--- config.mk ---
export PLATFORM = sky130hd
export DESIGN_NAME = fifo_rr_arbiter_flat
export DESIGN_NICKNAME = d
export VERILOG_FILES = /design/src/rtl/fifo_pkg.sv /design/src/rtl/fifo_rr_arbiter_if.sv /design/src/rtl/fifo_rr_arbiter_rr_pick.sv /design/src/rtl/fifo_rr_arbiter.sv /design/src/flat_wrapper.sv
export SDC_FILE = /design/constraint.sdc
export NUM_CORES = 1
export LEC_CHECK = 0
export ABC_AREA = 1
export ABC_CLOCK_PERIOD_IN_PS = 1600
export CELL_PAD_IN_SITES_DETAIL_PLACEMENT = 2
export CELL_PAD_IN_SITES_GLOBAL_PLACEMENT = 2
export CORE_UTILIZATION = 17
export CTS_CLUSTER_DIAMETER = 80
export DETAILED_ROUTE_END_ITERATION = 10
export PLACE_DENSITY_LB_ADDON = 0.3
export SYNTH_ARGS = -nofsm -noshare
export SYNTH_HDL_FRONTEND = slang
export SYNTH_HIERARCHICAL = 1
export SYNTH_SLANG_ARGS = --single-unit
--- constraint.sdc ---
create_clock -name clk -period 1.6 [get_ports clk]
set_input_delay 0.32 -clock clk [delete_from_list [all_inputs] [get_ports clk]]
set_output_delay 0.32 -clock clk [all_outputs]
set_load 0.02 [all_outputs]
--- src/rtl/fifo_pkg.sv ---
// Shared definitions for the FIFO write-side arbiter: FSM encoding, default width,
// and a clog2 helper for sizing index fields.
package fifo_pkg;

  typedef enum logic {
    ST_IDLE  = 1'b0,
    ST_GRANT = 1'b1
  } state_e;

  localparam int unsigned DEFAULT_WIDTH = 72;

  function automatic int unsigned clog2(input int unsigned n);
    int unsigned r;
    int unsigned v;
    r = 0;
    v = (n > 0) ? n - 1 : 0;
    while (v > 0) begin
      r++;
      v = v >> 1;
    end
    return r;
  endfunction

endpackage

--- src/rtl/fifo_rr_arbiter_if.sv ---
// Requester streams plus the FIFO write-side stream shared by the round-robin arbiter.
// The slave modport is the arbiter's view; master is the producer/FIFO environment.
interface fifo_rr_arbiter_if
  import fifo_pkg::*;
#(
  parameter int unsigned WIDTH = DEFAULT_WIDTH,
  parameter int unsigned N_REQ = 4,
  parameter int unsigned LOG_N = 2
);

  logic [N_REQ*WIDTH-1:0] s_data;
  logic [N_REQ-1:0]       s_valid;
  logic [N_REQ-1:0]       s_last;
  logic [N_REQ-1:0]       s_ready;
  logic [WIDTH-1:0]       m_data;
  logic [LOG_N-1:0]       m_src;
  logic                   m_valid;
  logic                   m_ready;

  modport slave (
    input  s_data, s_valid, s_last, m_ready,
    output s_ready, m_data, m_src, m_valid
  );

  modport master (
    output s_data, s_valid, s_last, m_ready,
    input  s_ready, m_data, m_src, m_valid
  );

endinterface

--- src/rtl/fifo_rr_arbiter_rr_pick.sv ---
// Rotating-priority encoder: returns the first asserted request at or after ptr,
// wrapping modulo N_REQ.
module rr_pick
  import fifo_pkg::*;
#(
  parameter int unsigned N_REQ = 4,
  parameter int unsigned LOG_N = 2
) (
  input  logic [N_REQ-1:0] req,
  input  logic [LOG_N-1:0] ptr,
  output logic [LOG_N-1:0] idx,
  output logic             any
);

  always_comb begin
    int unsigned pos;
    pos = 0;
    idx = '0;
    any = 1'b0;
    for (int unsigned k = 0; k < N_REQ; k++) begin
      pos = (int'(ptr) + k) % N_REQ;
      if (!any && req[pos]) begin
        any = 1'b1;
        idx = LOG_N'(pos);
      end
    end
  end

endmodule

--- src/rtl/fifo_rr_arbiter.sv ---
// Round-robin, burst-granular arbiter feeding the BRAM FIFO write port through a
// 1-deep registered output stage; each beat carries its source index.
module fifo_rr_arbiter
  import fifo_pkg::*;
#(
  parameter int unsigned WIDTH     = DEFAULT_WIDTH,
  parameter int unsigned N_REQ     = 4,
  parameter int unsigned LOG_N     = 2,
  parameter int unsigned MAX_BURST = 16,
  parameter int unsigned LOG_BURST = 4
) (
  input  logic                    clk,
  input  logic                    resetn,
  fifo_rr_arbiter_if.slave        bus,
  output logic [LOG_N-1:0]        grant,
  output logic                    busy
);

  state_e               state_q, state_d;
  logic [LOG_N-1:0]     grant_q, grant_d;
  logic [LOG_N-1:0]     ptr_q, ptr_d;
  logic [LOG_BURST-1:0] cnt_q, cnt_d;
  logic                 m_valid_q, m_valid_d;
  logic [WIDTH-1:0]     m_data_q, m_data_d;
  logic [LOG_N-1:0]     m_src_q, m_src_d;
  logic [N_REQ-1:0]     s_ready;
  logic                 ready_g;
  logic [LOG_N-1:0]     pick_idx;
  logic                 pick_any;

  rr_pick #(
    .N_REQ(N_REQ),
    .LOG_N(LOG_N)
  ) u_pick (
    .req(bus.s_valid),
    .ptr(ptr_q),
    .idx(pick_idx),
    .any(pick_any)
  );

  always_comb begin
    state_d   = state_q;
    grant_d   = grant_q;
    ptr_d     = ptr_q;
    cnt_d     = cnt_q;
    m_data_d  = m_data_q;
    m_src_d   = m_src_q;
    // A held beat drains whenever the FIFO takes it; a new accept below refills.
    m_valid_d = m_valid_q & ~bus.m_ready;
    s_ready   = '0;
    ready_g   = 1'b0;
    unique case (state_q)
      ST_IDLE: begin
        if (pick_any) begin
          state_d = ST_GRANT;
          grant_d = pick_idx;
          cnt_d   = '0;
        end
      end
      ST_GRANT: begin
        ready_g          = ~m_valid_q | bus.m_ready;
        s_ready[grant_q] = ready_g;
        if (bus.s_valid[grant_q] && ready_g) begin
          m_data_d  = bus.s_data[int'(grant_q)*WIDTH +: WIDTH];
          m_src_d   = grant_q;
          m_valid_d = 1'b1;
          cnt_d     = cnt_q + 1'b1;
          if (bus.s_last[grant_q] || (cnt_q == LOG_BURST'(MAX_BURST - 1))) begin
            state_d = ST_IDLE;
            ptr_d   = (grant_q == LOG_N'(N_REQ - 1)) ? '0 : grant_q + 1'b1;
          end
        end
      end
      default: state_d = ST_IDLE;
    endcase
  end

  always_ff @(posedge clk or negedge resetn) begin
    if (!resetn) begin
      state_q   <= ST_IDLE;
      grant_q   <= '0;
      ptr_q     <= '0;
      cnt_q     <= '0;
      m_valid_q <= 1'b0;
      m_data_q  <= '0;
      m_src_q   <= '0;
    end else begin
      state_q   <= state_d;
      grant_q   <= grant_d;
      ptr_q     <= ptr_d;
      cnt_q     <= cnt_d;
      m_valid_q <= m_valid_d;
      m_data_q  <= m_data_d;
      m_src_q   <= m_src_d;
    end
  end

  assign bus.s_ready = s_ready;
  assign bus.m_data  = m_data_q;
  assign bus.m_src   = m_src_q;
  assign bus.m_valid = m_valid_q;
  assign grant       = grant_q;
  assign busy        = (state_q == ST_GRANT);

endmodule

--- src/flat_wrapper.sv ---
// flat-port wrapper written by rule: the top's interface ports become plain ports
module fifo_rr_arbiter_flat import fifo_pkg::*;
#(
  parameter int unsigned WIDTH     = DEFAULT_WIDTH,
  parameter int unsigned N_REQ     = 4,
  parameter int unsigned LOG_N     = 2,
  parameter int unsigned MAX_BURST = 16,
  parameter int unsigned LOG_BURST = 4
)
  (clk, resetn, grant, busy, bus_s_data, bus_s_valid, bus_s_last, bus_m_ready, bus_s_ready, bus_m_data, bus_m_src, bus_m_valid);
  fifo_rr_arbiter_if #(.WIDTH(WIDTH), .N_REQ(N_REQ), .LOG_N(LOG_N)) bus_i ();
  input  logic clk;
  input  logic resetn;
  output logic [LOG_N-1:0] grant;
  output logic busy;
  input wire logic [$bits(bus_i.s_data)-1:0] bus_s_data;
  input wire logic [$bits(bus_i.s_valid)-1:0] bus_s_valid;
  input wire logic [$bits(bus_i.s_last)-1:0] bus_s_last;
  input wire logic [$bits(bus_i.m_ready)-1:0] bus_m_ready;
  output wire logic [$bits(bus_i.s_ready)-1:0] bus_s_ready;
  output wire logic [$bits(bus_i.m_data)-1:0] bus_m_data;
  output wire logic [$bits(bus_i.m_src)-1:0] bus_m_src;
  output wire logic [$bits(bus_i.m_valid)-1:0] bus_m_valid;
  assign bus_i.s_data = bus_s_data;
  assign bus_i.s_valid = bus_s_valid;
  assign bus_i.s_last = bus_s_last;
  assign bus_i.m_ready = bus_m_ready;
  assign bus_s_ready = bus_i.s_ready;
  assign bus_m_data = bus_i.m_data;
  assign bus_m_src = bus_i.m_src;
  assign bus_m_valid = bus_i.m_valid;
  fifo_rr_arbiter #(.WIDTH(WIDTH), .N_REQ(N_REQ), .LOG_N(LOG_N), .MAX_BURST(MAX_BURST), .LOG_BURST(LOG_BURST)) u_core (.clk(clk), .resetn(resetn), .bus(bus_i), .grant(grant), .busy(busy));
endmodule
==> results <==
## flip-flops by register name (all words and copies together) (netlist names)
name / count
u_core/bus.m_data: 72
u_core/cnt_q: 4
u_core/bus.m_src: 2
u_core/grant: 2
u_core/ptr_q: 2
u_core/bus.m_valid: 1
u_core/busy: 1
## layout by cell type (no fill, tap or decap), types with 3 or more instances in the layout
cell type | synthesis | routed
o22ai_1 | 38 | 38
dlygate4sd2_1 | 0 | 76
o21ai_0 | 150 | 147
nor2_4 | 2 | 6
nor2_2 | 1 | 6
ha_4 | 0 | 4
clkdlybuf4s50_1 | 0 | 295
inv_2 | 6 | 3
nand3_1 | 14 | 13
clkbuf_16 | 0 | 16
buf_16 | 0 | 6
nand2_2 | 11 | 29
nand2_1 | 266 | 244
a21oi_2 | 0 | 3
buf_12 | 0 | 17
nand3_2 | 6 | 4
nand2_4 | 3 | 8
dfrtp_1 | 84 | 80
inv_1 | 11 | 10
nor2_1 | 193 | 184
buf_8 | 0 | 5
buf_6 | 5 | 13
o21ai_1 | 33 | 35
buf_4 | 3 | 48
nand3_4 | 0 | 3
## metrics by stage
step | setup TNS, ps | hold slack [ps]
detailed placement | -29490 | 234
finish | -9810 | 419
floorplan | 0 | 24.4
global placement | -23930 | 232
global route | -17030 | 436
CTS | -6650 | 414
## per-layer routing
layer	part of all wire, %	vias up
li1	-	3754
met1	38	3866
met2	52	254
met3	9.1	23
met4	1.3	2
met5	0.037	-
## worst min-delay path by stage
stage,end,start
finish,u_core/bus.m_data[57],resetn
floorplan,u_core/bus.m_data[0],resetn
global placement,u_core/bus.m_data[47],resetn
CTS,u_core/bus.m_data[57],resetn
global route,u_core/bus.m_data[57],resetn
detailed placement,u_core/bus.m_data[55],resetn
## where the power goes
part           total [mW]  leakage (nW)  switching (mW)  internal (mW)
logic                16.2          4.00            9.24           6.91
registers            3.89          1.03           0.672           3.22
clock network        2.10         0.135           0.910           1.19
## critical path, stage by stage
cell and delay (ps):
clkdlybuf4s50_1 470, nor2_1 60, buf_4 130, nor2_1 260, buf_4 190, nand3_4 100, buf_12 160, buf_16 160
nand2_1 80, nand2_1 60
## cell families (layout without fill, tap and decap cells)
| group | Yosys count | after routing |
|---|---|---|
| simple gates | 498 | 499 |
| buf+inv | 83 | 504 |
| flops | 84 | 84 |
| xor+xnor | 2 | 2 |
| fa+ha+maj | 5 | 5 |
| compound gates | 225 | 225 |
## area by class of cell
type	count	area [um^2]
inverter	17	83.8
sequential	84	2110
clock buffer	11	233
fill	3854	22000
tap	448	561
multi-input combinational	731	3470
timing repair buffer	473	4960
clock inverter	3	40.0
## timing repair
item                                   in CTS  in global routing
hold buffers                                1                  0
pin swaps                                   6                 13
cloned                                      5                 10
setup endpoints to repair                 162                 88
endpoints found under the hold margin      15                  0
resized for setup                         150                 58
buffers inserted                            5                 11
==> impl_summary.txt <==
----------------------------------------------------
[Run status]
  Status ... finished, violations left
  Failing checks ... setup timing

[Layout]
  Finished Cell Area ... 11500 um^2
  Number of nets in the layout ... 1620
  Area growth, synth to finish ... 99.2%
  Count of non-filler cells in the finished layout ... 1767
  Total inserted antenna cells ... 0
  Final core utilization ... 34.3%
  Share of cells above drive strength 1 ... 14.1%

[Clock network]
  Worst-Skew Late Latency ... 350 ps
  Depth of the CTS H-tree ... 3
  CTS Buffer Depth ... 2
  Clk root buf ... clkbuf_16
  Clock transition time at the flip-flop clock pins of the worst setup and hold paths ... 70 ps
  Total number of clock tree sinks ... 84
  Number of buffers created by CTS ... 9
  Clock tree from TritonCTS ... done

[Timing]
  Max-slew violations ... 0
  RSZ-0062 raised after global routing ... yes
  Period utilization ... 110%
  Final-report setup violation count ... 88
  Final number of hold-violating endpoints ... 0
  Worst clock skew ... 4.92 ps
  Slew at the pin closest to its max-slew limit ... 428 ps
  Crit path time final ... 1760 ps
  Achievable frequency ... 0.569 GHz
  Slew Limit Headroom ... 71.2%
  Post-layout worst setup margin ... -159 ps

[Worst setup path]
  Critical path launch point type ... input pin
  Worst r2r dst ... u_core/bus.m_data[55]
  Critical Path Source ... bus_m_ready
  Worst reg2reg path startpoint ... u_core/bus.m_valid
  Crit path capture ... u_core/bus.m_data[55]
  Signal arrival time at the worst endpoint ... 2000 ps
  Worst reg2reg setup slack ... -160 ps
  Crit-path max FO ... 20
  Worst Reg2Reg Path Length in Cells ... 10
  Setup Crit Path Kind ... input pin to flop
  Nature of the critical path endpoint ... flop
  Required @ worst endpoint ... 1840 ps

[Global routing]
  Met2 GRT Util ... 33.2%
  GRT Overall Usage ... 17.9%
  Overflow after GRT ... 0
  Initial antenna violation count ... 1
  Wire length of the first global-routing pass ... 46.8 mm
  Number of global-route vias before repair ... 8395
  Most crowded layer after global routing ... met2
  Largest net degree at the start of global routing ... 65
  GRT met1 Usage ... 19.1%
  Met3 GRT Util ... 6.48%

[Synthesis]
  Netlist cell types ... 25
  Most frequent cell after synthesis ... nand2_1
  Count of warnings emitted by yosys ... 6
  Share of synthesized area spent on multiplexers ... 0%
  Synth area leader ... dfrtp_1
  Portion of synthesized cell area occupied by the leading cell type ... 36.5%
  Number of nets in the synthesized netlist ... 1201
  Asr flop ratio synth ... 100%
  Part of the Yosys area used for sequential elements ... 36.5%
  Largest cells by area after synthesis ... dfrtp_1 (37%), nand2_1 (17%), o21ai_0 (13%)
  Most used flip-flop cell after synthesis ... dfrtp_1
  Top cells by count, synth ... nand2_1 (266), nor2_1 (193), o21ai_0 (150)
  Post-Synth Adder-Cell Area ... 1.09%
  Post-synthesis cell count ... 897
  Synthesized cell area ... 5750 um^2
  Synth Area in Simple Gates ... 34.7%
  Synth Area in XOR/XNOR ... 0.304%
  Compound-cell area share of the yosys netlist ... 20.4%
  Synthesized area divided by synthesized cell count ... 6.41 um^2
  Number of synthesized register bits ... 84
  EDFF count, synth ... 0
  Main combinational cell family by area after synthesis ... simple AND/OR/NAND/NOR gates

[Die]
  Die area ... 34600 um^2
  Core region area ... 33400 um^2
  Initial Util ... 17.2%
  Ports ... 381
  Horiz. Die Dim ... 186 um
  Overall die height ... 186 um
  Cell row count ... 67

[Placed design]
  Number of instances in the placed design ... 1721
  Half-perimeter wire length after detailed placement ... 24.0 mm
  Port Buffers ... 380
  Routability congestion estimate from global placement ... 0.727
  Cell Area, Placed ... 10500 um^2
  Worst slack at placement ... -497 ps

[Run]
  Max-capacitance violation count ... 0

[Power]
  Leakage power figure ... 5.17 nW
  Peak supply drop ... 0.786 mV
  Power density cells ... 1930 nW/um^2
  Sum of internal, switching and leakage power ... 22.1 mW

[Route]
  Post-DRT Antenna Nets ... 0
  Detailed-routing iteration count for the pre-antenna-repair pass ... 4
  DRC Markers ... 0
  Via density per instance ... 4.47
  Initial DRC count ... 188
  Wire length per cell after detailed routing ... 19.6 um
  Final wirelength ... 34.7 mm
  Overall via count from detail_route ... 7899

[Hold path]
  Min-delay worst type ... input pin to asynchronous set/reset pin

----------------------------------------------------
Power figures use the tool's default switching activity.
==> RTL edit 1, RTL diff (same flow settings) <==
`N_REQ` is set to 4 in 4 places; all go to 6.
--- a/src/rtl/fifo_rr_arbiter_if.sv
+++ b/src/rtl/fifo_rr_arbiter_if.sv
@@ -4,7 +4,7 @@
   import fifo_pkg::*;
 #(
   parameter int unsigned WIDTH = DEFAULT_WIDTH,
-  parameter int unsigned N_REQ = 4,
+  parameter int unsigned N_REQ = 6,
   parameter int unsigned LOG_N = 2
 );
 
--- a/src/rtl/fifo_rr_arbiter_rr_pick.sv
+++ b/src/rtl/fifo_rr_arbiter_rr_pick.sv
@@ -3,7 +3,7 @@
 module rr_pick
   import fifo_pkg::*;
 #(
-  parameter int unsigned N_REQ = 4,
+  parameter int unsigned N_REQ = 6,
   parameter int unsigned LOG_N = 2
 ) (
   input  logic [N_REQ-1:0] req,
--- a/src/rtl/fifo_rr_arbiter.sv
+++ b/src/rtl/fifo_rr_arbiter.sv
@@ -4,7 +4,7 @@
   import fifo_pkg::*;
 #(
   parameter int unsigned WIDTH     = DEFAULT_WIDTH,
-  parameter int unsigned N_REQ     = 4,
+  parameter int unsigned N_REQ     = 6,
   parameter int unsigned LOG_N     = 2,
   parameter int unsigned MAX_BURST = 16,
   parameter int unsigned LOG_BURST = 4
--- a/src/flat_wrapper.sv
+++ b/src/flat_wrapper.sv
@@ -2,7 +2,7 @@
 module fifo_rr_arbiter_flat import fifo_pkg::*;
 #(
   parameter int unsigned WIDTH     = DEFAULT_WIDTH,
-  parameter int unsigned N_REQ     = 4,
+  parameter int unsigned N_REQ     = 6,
   parameter int unsigned LOG_N     = 2,
   parameter int unsigned MAX_BURST = 16,
   parameter int unsigned LOG_BURST = 4
Interface: changed (resized bus_s_data, bus_s_last, bus_s_ready and bus_s_valid); port bits go from 381 to 531. The function was not compared with the original's and may differ.
==> RTL edit 1 against the original RTL <==
- the flow still finishes with violations (negative setup slack)
- final cell count fell by 3.0%
- wire length fell by 7.2%
- sequential cell count did not move
- synthesized area fell by 4.4%
- core utilization fell by 0.20 points
- combinational power fell by 18%
- highest routed layer unchanged
- die area fell by 4.4%
- count of clock-buffer cells in the layout did not move
- final area fell by 5.7%
- power fell by 12%
- sequential power fell by 3%
- setup slack got worse by 0.19 ns
==> RTL edit 1: results (changes against the original RTL) <==
- The detailed-route wire length on metal 1 is 12.70 mm (was 13.15 mm).
- The number of input and output port buffers inserted came to 382 (was 380).
- The number of inserted filler cells in the final layout came to 3748 (was 3854).
- The final worst-path setup slack is -0.3531 ns (was -0.1587 ns).
- The final period demand of the worst path came to 1.953 ns (was 1.759 ns).
- Status: complete, but fails checks (unchanged).
- The placer's final routability congestion estimate came to 0.7950 (was 0.7265).
- The share of the synthesized netlist area taken by xor and xnor gates is 0.001593 (was 0.003045).
- Top post-synthesis cells by area: nand2_1 38%, dfrtp_1 38%, nand4_1 8.8% (was dfrtp_1 37%, nand2_1 17%, o21ai_0 13%).
- The wire length reported by the detailed router is 32.18 mm (was 34.69 mm).
- Violated checks: negative setup slack (unchanged).
- The sum of met2 wire segment lengths after detailed routing is 16.97 mm (was 17.94 mm).
- The non-clock inverter count in the final layout is 24 (was 17).
- The first-pass GRT wire length came to 49.19 mm (was 46.83 mm).
- The combinational power is 13300 uW (was 16200 uW).
- The number of setup violations in the final report came to 84 (was 88).
- The fraction of final layout cells with drive strength greater than 1 came to 0.1124 (was 0.1410).
- The final layout net count is 1755 (was 1620).
- Cell types with the highest counts after synthesis: 561 x nand2_1, 84 x dfrtp_1, 77 x nand4_1, 25 x nand3_1, 24 x clkbuf_1 (was 266 x nand2_1, 193 x nor2_1, 150 x o21ai_0, 84 x dfrtp_1, 38 x o22ai_1).
- The buffer share of cell area was 0.4251 (was 0.4326).
- The worst-path maximum fanout is 5 (was 20).
- The synthesized-area fraction occupied by adder cells is 0.01138 (was 0.01087).
- The endpoint arrival time on the critical path is 2.18 ns (was 2.00 ns).
- The routed via count divided by cell count is 4.349 (was 4.470).
- The clock-cell share of area came to 0.03023 (was 0.02380).
- The maximum number of pins on one net before global-route repair is 43 (was 65).
- The minimum setup slack among reg-to-reg paths was -0.35 ns (was -0.16 ns).
- The reported leakage power is 0.005069 uW (was 0.005166 uW).
- The half-perimeter wire length after detailed placement is 25.66 mm (was 24.04 mm).
- The routing usage on met1 was 0.2184 (was 0.1906).
- The worst setup path endpoint is u_core/cnt_q[2] (was u_core/bus.m_data[55]).
- The compound-cell area share of the yosys netlist is 0.01138 (was 0.2040).
-- RTL edit 1: stage by stage --
step,hold slack (ns),instances,cell area [um2],total power (uW)
finish,0.3897,1714,10800,19460
global route,0.3963,1713,10800,21220
CTS,0.3293,1707,10750,19790
detailed placement,0.2514,1683,10420,17710
global placement,0.2474,1683,10420,17410
floorplan,0.02441,876,5539,10510
-- RTL edit 1: critical path, cell delays in order (launching register included) --
cell	delay (ns)
dfrtp_2	0.45
inv_2	0.10
buf_4	0.15
ha_1	0.16
nor2_2	0.05
nand2_1	0.07
nand2_2	0.07
inv_2	0.07
nand3_4	0.08
nor2_4	0.12
nand4_1	0.16
nand2_2	0.18
nand2_2	0.07
nand2_1	0.06
nand2_1	0.05
-- RTL edit 1: what timing repair did --
action	4_1_cts	5_1_grt
hold buffers	1	0
resized for setup	115	6
endpoints found under the hold margin	17	0
pin swaps	7	9
setup endpoints to repair	161	88
setup buffers	6	3
gates cloned	1	0
==> RTL edit 2, RTL diff (same flow settings) <==
Made on the original files. Take the reset off `m_data_q` and load it in a clocked block of its own.
--- a/src/rtl/fifo_rr_arbiter.sv
+++ b/src/rtl/fifo_rr_arbiter.sv
@@ -82,7 +82,6 @@
       ptr_q     <= '0;
       cnt_q     <= '0;
       m_valid_q <= 1'b0;
-      m_data_q  <= '0;
       m_src_q   <= '0;
     end else begin
       state_q   <= state_d;
@@ -90,9 +89,12 @@
       ptr_q     <= ptr_d;
       cnt_q     <= cnt_d;
       m_valid_q <= m_valid_d;
-      m_data_q  <= m_data_d;
       m_src_q   <= m_src_d;
     end
+  end
+
+  always_ff @(posedge clk) begin
+    m_data_q <= m_data_d;
   end
 
   assign bus.s_ready = s_ready;
Formal check against the unedited RTL: differs if resetn is asserted again (counterexample within 4 cycles, from zero or initial values and one cycle with resetn low); with resetn held inactive, the same outputs for 4 cycles.
==> RTL edit 2 against the original RTL <==
- the run still ends with negative setup slack left
- synthesized area down 9.0%
- wire length decreased by 9.1%
- final area decreased by 7.9%
- setup slack better by 0.034 ns
- sequential share of layout area increased by 5.0 points
- power decreased by 8.8%
- sequential cell count did not move
- highest routed layer unchanged
==> RTL edit 2: results (changes against the original RTL) <==
- Status: complete, but fails checks (unchanged).
- Violated checks: negative setup slack (unchanged).
- Top post-synthesis cells by area: edfxtp_1 41%, nor2_1 11%, o21ai_0 8.6% (was dfrtp_1 37%, nand2_1 17%, o21ai_0 13%).
- The worst-path maximum fanout came to 9 (was 20).
- The buffer share of cell area came to 0.4372 (was 0.4326).
- The starting DRC count in detailed routing is 218 (was 188).
- The global-route track usage on met2 was 0.3433 (was 0.3322).
- The number of setup violations in the final report is 80 (was 88).
- The non-clock inverter count in the final layout is 18 (was 17).
- The post-route non-filler standard cell count is 1434 (was 1767).
- The number of multi-input combinational cells is 478 (was 731).
- The number of inserted filler cells in the final layout was 3310 (was 3854).
- The met3 layer usage reported by global route is 0.04820 (was 0.06476).
- The number of diodes added for antenna fixing is 4 (was 0).
- The post-synthesis sequential area ratio is 0.4701 (was 0.3654).
- The summed instance area of the synthesized netlist is 0.005238 mm2 (was 0.005753 mm2).
- The clock-cell share of area is 0.02784 (was 0.02380).
- The first-pass GRT wire length came to 43.66 mm (was 46.83 mm).
- The half-perimeter wire length after detailed placement is 21.60 mm (was 24.04 mm).
- The initial antenna violation count is 8 (was 1).
- The placer's final routability congestion estimate came to 0.7700 (was 0.7265).
- The maximum vdd drop is 797.9 uV (was 786.3 uV).
- The fraction of final layout cells with drive strength greater than 1 was 0.1510 (was 0.1410).
- The area used by multi-input combinational logic is 0.002597 mm2 (was 0.003473 mm2).
- The placed instance area came to 0.009589 mm2 (was 0.01046 mm2).
- The average routed wire per standard cell is 22.00 um (was 19.63 um).
- The number of synthesized flops with an enable pin is 72 (was 0).
- The post-synthesis cell type count is 27 (was 25).
- The reg-to-reg critical path startpoint is u_core/grant[0] (was u_core/bus.m_valid).
- The maximum number of pins on one net before global-route repair is 47 (was 65).
- Cell types with the highest counts after synthesis: 159 x nor2_1, 90 x o21ai_0, 72 x edfxtp_1, 72 x o22ai_1, 60 x o21ai_1 (was 266 x nand2_1, 193 x nor2_1, 150 x o21ai_0, 84 x dfrtp_1, 38 x o22ai_1).
- The final worst-path setup slack is -0.1243 ns (was -0.1587 ns).
- The slowest cell on the critical path is dfrtp_4 (was clkdlybuf4s50_1).
- The worst-margin pin slew was 0.4680 ns (was 0.4279 ns).
- The first element of the critical path is u_core/grant[0] (was bus_m_ready).
- The final setup skew is 0.009490 ns (was 0.004916 ns).
- The number of vias in the routed layout is 6478 (was 7899).
- The delay of the slowest cell on the worst path is 0.54 ns (was 0.47 ns).
- The detailed-route wire length on metal 1 is 12.22 mm (was 13.15 mm).
- The sum of met2 wire segment lengths after detailed routing came to 16.29 mm (was 17.94 mm).
- The sum of met3 wire segment lengths after detailed routing was 2.177 mm (was 3.142 mm).
- The fraction of registers with async set/reset came to 0.1429 (was 1.000).
- The sum of negative setup slack is -7.260 ns (was -9.813 ns).
- The average footprint of a synthesized cell is 8.327 um2 (was 6.414 um2).
- The via count of the first global-routing pass is 6951 (was 8395).
- The routing usage on met1 came to 0.2109 (was 0.1906).
- The area of the die is 0.03152 mm2 (was 0.03458 mm2).
- The commonest register cell after synthesis is edfxtp_1 (was dfrtp_1).
==> RTL edit 2: final timing paths <==
kind                                               to  slack, ns  depth (start not counted)
worst max register to register  u_core/bus.m_data[10]      -0.12                          8
max in group asynchronous             u_core/cnt_q[2]       0.96                          2
worst max-delay path            u_core/bus.m_data[10]      -0.12                          8
worst min register to register    u_core/bus.m_src[0]       0.48                          2
min in group clk                  u_core/bus.m_src[0]       0.48                          2
worst min-delay path                      u_core/busy       0.22                          1
==> RTL edit 2: what timing repair did <==
item / CTS / global route
setup buffers: 11 / 9
resized for setup: 138 / 87
pin swaps: 0 / 10
setup endpoints to repair: 189 / 118
gates cloned: 8 / 6
==> RTL edit 2: cells by family after synthesis <==
group / share of synthesized area
compound gates: 0.2332
buf+inv: 0.07310
flops: 0.4701
fa+ha+maj: 0.01194
simple gates: 0.2100
xor+xnor: 0.001673
==> RTL edit 2: power breakdown <==
group	internal [uW]	switching (uW)	total, uW
registers	4170	408	4570
logic	5590	7840	13400
clock network	1210	972	2180
